`config.mk`:
```
export PLATFORM = sky130hd
export DESIGN_NAME = instruction_controller
export DESIGN_NICKNAME = d
export VERILOG_FILES = /design/src/rtl/instruction_controller.sv
export SDC_FILE = /design/constraint.sdc
export NUM_CORES = 1
export LEC_CHECK = 0
export ABC_AREA = 1
export CAP_MARGIN = 20
export CORE_MARGIN = 5
export CORE_UTILIZATION = 38
export CTS_BUF_LIST = sky130_fd_sc_hd__clkbuf_8
export DETAILED_ROUTE_END_ITERATION = 10
export MAX_ROUTING_LAYER = met4
export PLACE_DENSITY_LB_ADDON = 0.25
export SLEW_MARGIN = 20
export SYNTH_ARGS = -nofsm -noshare
export SYNTH_HDL_FRONTEND = slang
export SYNTH_SLANG_ARGS = --single-unit
```
`constraint.sdc`:
```
create_clock -name clk -period 1.05 [get_ports clk]
set_input_delay 0.1575 -clock clk [delete_from_list [all_inputs] [get_ports clk]]
set_output_delay 0.1575 -clock clk [all_outputs]
set_load 0.02 [all_outputs]
```
`src/rtl/instruction_controller.sv`:
```
// rtl/instruction_controller.sv - instruction register and Moore sequencer driving datapath
module instruction_controller (
    input  logic        clk,
    input  logic        reset,
    input  logic        load,
    input  logic        s,
    input  logic [15:0] in,
    output logic        w,
    output logic [2:0]  readnum,
    output logic [2:0]  writenum,
    output logic        write,
    output logic        vsel,
    output logic        loada,
    output logic        loadb,
    output logic        loadc,
    output logic        loads,
    output logic        asel,
    output logic        bsel,
    output logic [1:0]  shift,
    output logic [1:0]  ALUop,
    output logic [15:0] datapath_in
);

    typedef enum logic [2:0] {
        S_WAIT,
        S_DECODE,
        S_WRITE_IMM,
        S_GET_A,
        S_GET_B,
        S_ALU,
        S_WRITE_REG
    } state_t;

    state_t      state_q, state_d;
    logic [15:0] ir_q, ir_d;

    logic [2:0] opcode;
    logic [1:0] op;
    logic [2:0] rn, rd, rm;
    logic [1:0] sh;
    logic       is_mov_imm, is_mov_reg, is_alu, is_cmp, is_mvn;

    assign opcode = ir_q[15:13];
    assign op     = ir_q[12:11];
    assign rn     = ir_q[10:8];
    assign rd     = ir_q[7:5];
    assign sh     = ir_q[4:3];
    assign rm     = ir_q[2:0];

    assign is_mov_imm = (opcode == 3'b110) && (op == 2'b10);
    assign is_mov_reg = (opcode == 3'b110) && (op == 2'b00);
    assign is_alu     = (opcode == 3'b101);
    assign is_cmp     = is_alu && (op == 2'b01);
    assign is_mvn     = is_alu && (op == 2'b11);

    assign datapath_in = {{8{ir_q[7]}}, ir_q[7:0]};

    always_ff @(posedge clk) begin
        if (reset) begin
            state_q <= S_WAIT;
            ir_q    <= 16'h0000;
        end else begin
            state_q <= state_d;
            ir_q    <= ir_d;
        end
    end

    always_comb begin
        state_d  = state_q;
        ir_d     = ir_q;
        w        = 1'b0;
        readnum  = 3'd0;
        writenum = 3'd0;
        write    = 1'b0;
        vsel     = 1'b0;
        loada    = 1'b0;
        loadb    = 1'b0;
        loadc    = 1'b0;
        loads    = 1'b0;
        asel     = 1'b0;
        bsel     = 1'b0;
        shift    = 2'b00;
        ALUop    = 2'b00;

        case (state_q)
            S_WAIT: begin
                w = 1'b1;
                // IR captured on the same edge that starts; DECODE sees the new word
                if (load) ir_d = in;
                if (s) state_d = S_DECODE;
            end
            S_DECODE: begin
                if (is_mov_imm)      state_d = S_WRITE_IMM;
                else if (is_mov_reg) state_d = S_GET_B;
                else if (is_alu)     state_d = S_GET_A;
                else                 state_d = S_WAIT;
            end
            S_WRITE_IMM: begin
                readnum  = rn;
                writenum = rn;
                vsel     = 1'b1;
                write    = 1'b1;
                state_d  = S_WAIT;
            end
            S_GET_A: begin
                readnum  = rn;
                writenum = rn;
                loada    = 1'b1;
                state_d  = S_GET_B;
            end
            S_GET_B: begin
                readnum  = rm;
                writenum = rm;
                loadb    = 1'b1;
                state_d  = S_ALU;
            end
            S_ALU: begin
                shift = sh;
                asel  = is_mov_reg || is_mvn;
                ALUop = is_alu ? op : 2'b00;
                if (is_cmp) begin
                    loads   = 1'b1;
                    state_d = S_WAIT;
                end else begin
                    loadc   = 1'b1;
                    state_d = S_WRITE_REG;
                end
            end
            S_WRITE_REG: begin
                readnum  = rd;
                writenum = rd;
                write    = 1'b1;
                state_d  = S_WAIT;
            end
            default: state_d = S_WAIT;
        endcase
    end

endmodule

```
# After elaboration in Yosys (flattened, before gate mapping)
# Index checks and enable logic that the tools add are counted.
word_totals:
  ff_bits: 19
  in_bits: 20
  out_inout_bits: 35
  wordCells: 44
classes:
  eq_ne: 12
  muxes: 20
  n_reduce_logical: 10
op_table:
  columns: ["operator", "count"]
  rows:
  - ["== test 3 bit, second input constant", 5]
  - ["case mux 3 bit (5 select lines)", 1]
  - ["two-way mux 3 bit", 4]
  - ["two-way mux 1 bit", 10]
  - ["case mux 3 bit (3 select lines)", 1]
  - ["two-way mux 2 bit", 4]
  - ["== test 3 x 2 -> 1 bit, second input constant", 2]
  - ["== test 2 bit, second input constant", 2]
  - ["logical AND 1 bit", 4]
  - ["OR reduction 2 bit", 2]
  - ["== test 3 x 1 -> 1 bit, second input constant", 1]
  - ["zero test 3 bit", 1]
  - ["== test 2 x 1 -> 1 bit, second input constant", 1]
  - ["zero test 2 bit", 1]
  - ["!= test 2 bit, second input constant", 1]
  - ["AND reduction 2 bit", 1]
  - ["logical OR 1 bit", 1]

# Longest topological paths before layout
logic_depth:
  depth_word: 5
  depth_mapped: 8
  ltp_nobuf: 7

# Worst setup path before layout
# No wires, ideal clock.
synth_path:
  kind: "reg-to-output"
  startpoint: "reg state_q[1]"
  endpoint: "out writenum[0]"
  arrival_time_ns: 1.225
  required_ns: 0.892
  slack_ns: -0.332
  path_stages_with_launch: 6
  n_path_buf: 1
  path_cell_list: "dfxtp_1 -> nand2_1 -> inv_1 -> nand3_1 -> nand3_1 -> buf_4"
synth_between:
  elab_chain_cells: 3
  word_cells_on_any_way: 6
  cone_classes: "eq/ne: 4; mux: 1; reduce/logical: 1"
synth_lines:
  columns: ["item", "line", "source"]
  rows:
  - ["start, declared", "34", "state_t state_q, state_d;"]
  - ["start signal, assigned", "63", "state_q <= state_d;"]
  - ["== test 3 x 2 -> 1 bit", null, null]
  - ["OR reduction 2 bit (no line)", null, null]
  - ["case mux 3 bit (3 select lines) (*)", null, null]
  - ["end, declared", "10", "output logic [2:0] writenum,"]
# Mark *: on every way between the ends. The rest lies on a longest branch, timed or not.

# Worst setup path after layout
layout_path:
  startpoint: "reg state_q[0]"
  endpoint: "out writenum[1]"
layout_between:
  elab_chain_cells: 3
  word_cells_on_any_way: 6
  cone_classes: "eq/ne: 4; mux: 1; reduce/logical: 1"
layout_lines:
  columns: ["item", "line", "source"]
  rows:
  - ["== test 3 x 2 -> 1 bit", "85", "case (state_q)"]
  - ["OR reduction 2 bit (no line)", null, null]
  - ["case mux 3 bit (3 select lines) (*)", "85", null]
# Marks and branches as above.

==> results.txt <==
outcome: finished with violations
violations in the final reports: setup timing
Clock Skews: 3.77 ps
Die Span X: 66.3 µm
Met3 Wirelength: 106 µm
first-pass GRT wire length: 6470 µm
final std cells w/o fill: 300
Post-synth EDFFs: 0
max layer used: met4
number of max-cap violations: 0
Die Y: 66.3 µm
Final Hold Vio Count: 0
H-tree Lvls: 1
first-pass detailed-route iteration total: 4
Max Root-Sink Buffers: 2
# hold bufs at CTS: 0
P_leak: 0.00120 µW
GPL Wtd Cong: 0.716
Crit-path slowest cell: dfxtp_4
main flop type after synthesis: dfxtp_1
drt wl/cell: 15.0 µm
Worst setup EP type: primary output
Final Max Slew Viols: 0
Syn Std Cell Area: 1200 µm²
root buffer cell: clkbuf_8
CTS tree: built
met1 wire length: 1700 µm
nets@finish: 277
Worst path depth: 7
Pwr Total: 2040 µW
most used standard cell by instance count after synthesis: nand2_1
CP required: 890 ps
Mapped Nets: 187
Synth Area per Inst: 7.20 µm²
Async S/R FF share, synth: 0%
CP startpoint kind: flip-flop
GRT Total Usage: 19.4%
internal reg-to-reg setup slack: -370 ps
FF-to-FF path depth: 9
largest net degree at the start of global routing: 11
Multi-input gate area: 845 µm²
Initial Utilization: 39.4%
FP Rows: 20
most used cell, CP: buf_6
post-synthesis sequential area ratio: 31.6%
leading area contributor after synthesis: dfxtp_1
placed cells: 283
critical path class: reg2out
initial drt markers: 67
Register Area: 405 µm²
WP buf/inv: 3
total number of vias: 1391
die area: 4390 µm²
Tmin final: 1470 ps
antenna cell count: 0
post-synth top area share: 31.6%
total clock sinks: 19
Critical Path Start: state_q[0]$_SDFFE_PP0P_
Critical Path AT: 1310 ps
DRC: 0
r2r endpoint: ir_q[11]$_SDFFE_PP0P_
clk_lat worst skew: 250 ps
Via density: 4.64
cell family with most CP delay: flip-flops
Fin Hold WS: 484 ps
initial antenna violation count: 0
leading cell types by count after synthesis: nand2_1 (27), nand3_1 (25), buf_4 (21)
GRT overflow: 0
setup slack after layout: -418 ps
Total Neg Setup Slack: -11650 ps
vias in the first global route: 1466
synth top area cells: dfxtp_1 (32%), buf_4 (13%), nand3_1 (10%)
crit-path max cell delay: 370 ps
DP Wirelength: 2890 µm
Core Footprint: 3050 µm²
met2 wire len: 2630 µm
Worst Hold Class: in2reg
crit path capture: writenum[1]
layout cells sized above 1: 70.3%
antenna-violating nets left: 0
YS warnings: 0
Post-Synthesis Cells: 167
# fillers: 171
Final setup viols: 43
HP Start: in[5]
Area growth, synth to finish: 111%
Power Dens Cells: 802 nW/µm²
fin crit share: 140%
Clock Pin Slew Worst Setup and Hold Paths: 70 ps
I/O pins: 55
CTS buffer count: 3
placed cell areas: 2120 µm²
final WL: 4500 µm
hold path depth: 3
RSZ-0062 raised after global routing: true
synth unique cells: 21
worst vdd rail ir drop: 0.662 mV
synthesized flop and latch total: 19
maximum clock rate: 681 MHz
IO buf count: 53
worst path cell trace: buf_6 > nor2_4 > nand2_2 > inv_4 > nand2_4 > nand3_4 > buf_6
worst r2r src: state_q[0]$_SDFFE_PP0P_
crit path max fanout: 4
design area: 2540 µm²
-- worst register-to-register path, stage by stage, from the launching register on --
cell	delay, ps
dfxtp_4	370
buf_6	120
nor2_4	90
buf_4	140
nand2_4	80
inv_8	70
buf_12	120
clkbuf_16	130
nand3_1	100
a21oi_2	140
-- timing repair --
| item | 4_1_cts | 5_1_grt |
|---|---|---|
| endpoints found under the hold margin | 0 | 0 |
| endpoints found under the setup margin | 53 | 52 |
| cloned | 1 | 3 |
| buffers inserted | 6 | 5 |
| gates resized for setup | 207 | 58 |
| pin swaps | 19 | 10 |
-- report_power, final --
group,internal (µW),switching (µW)
Clock,260,235
Sequential,763,45.9
Combinational,394,341
-- sequential cells by signal (all words and copies together) (netlist names) --
register and flops:
ir_q 16, state_q 3
-- how the worst min path moves through the flow --
stage / end
after global placement: ir_q[8]$_SDFFE_PP0P_
after global routing: ir_q[3]$_SDFFE_PP0P_
after detailed placement: ir_q[8]$_SDFFE_PP0P_
after CTS: ir_q[5]$_SDFFE_PP0P_
final: ir_q[5]$_SDFFE_PP0P_
after floorplan: state_q[0]$_SDFFE_PP0P_
-- metal layers --
layer	vias up	GRT usage [%]
met3	4	2.55
met1	669	19.6
li1	688	-
met2	30	37.4
met4	0	7.36
met5	-	-
-- cell type report --
type | count | share of cell area (%)
clock buffers | 3 | 1.62
clock inverters | 1 | 0.148
inverters | 17 | 3.40
multi-input cells | 105 | 33.2
flip-flops and latches | 19 | 15.9
well taps | 44 | 2.17
repair buffers | 111 | 43.5
-- cell usage in the layout (no fill, tap or decap), types with 4 or more instances in the layout --
| cell | count |
|---|---|
| buf_4 | 44 |
| dfxtp_1 | 7 |
| nor2_2 | 4 |
| nand3_2 | 6 |
| nor2_1 | 6 |
| inv_1 | 9 |
| a21oi_1 | 4 |
| dfxtp_2 | 8 |
| nand3_1 | 15 |
| nand3_4 | 4 |
| inv_4 | 4 |
| a21oi_2 | 14 |
| buf_6 | 40 |
| nand2_2 | 11 |
| dfxtp_4 | 4 |
| nor2_4 | 7 |
| clkdlybuf4s50_1 | 19 |
| nand2_1 | 13 |
| nand2_4 | 13 |
-- stage by stage --
stage	util, %	worst slack, ps
2_1_floorplan	-	-99.2
3_3_place_gp	69.3	-569
3_5_place_dp	69.3	-623
4_1_cts	74.0	-375
5_1_grt	83.3	-481
6_report	83.3	-418
-- cells by family (layout without fill, tap and decap cells) --
kind of cell | Yosys count | count (layout) | synth area share (%)
other | 1 | 1 | 0.312
buffers and inverters | 44 | 132 | 23.2
AO/OA/AOI/OAI | 20 | 20 | 11.4
AND/OR/NAND/NOR | 83 | 84 | 33.4
flip-flops | 19 | 19 | 31.6
Note: power is estimated with default switching activity, not from simulation.
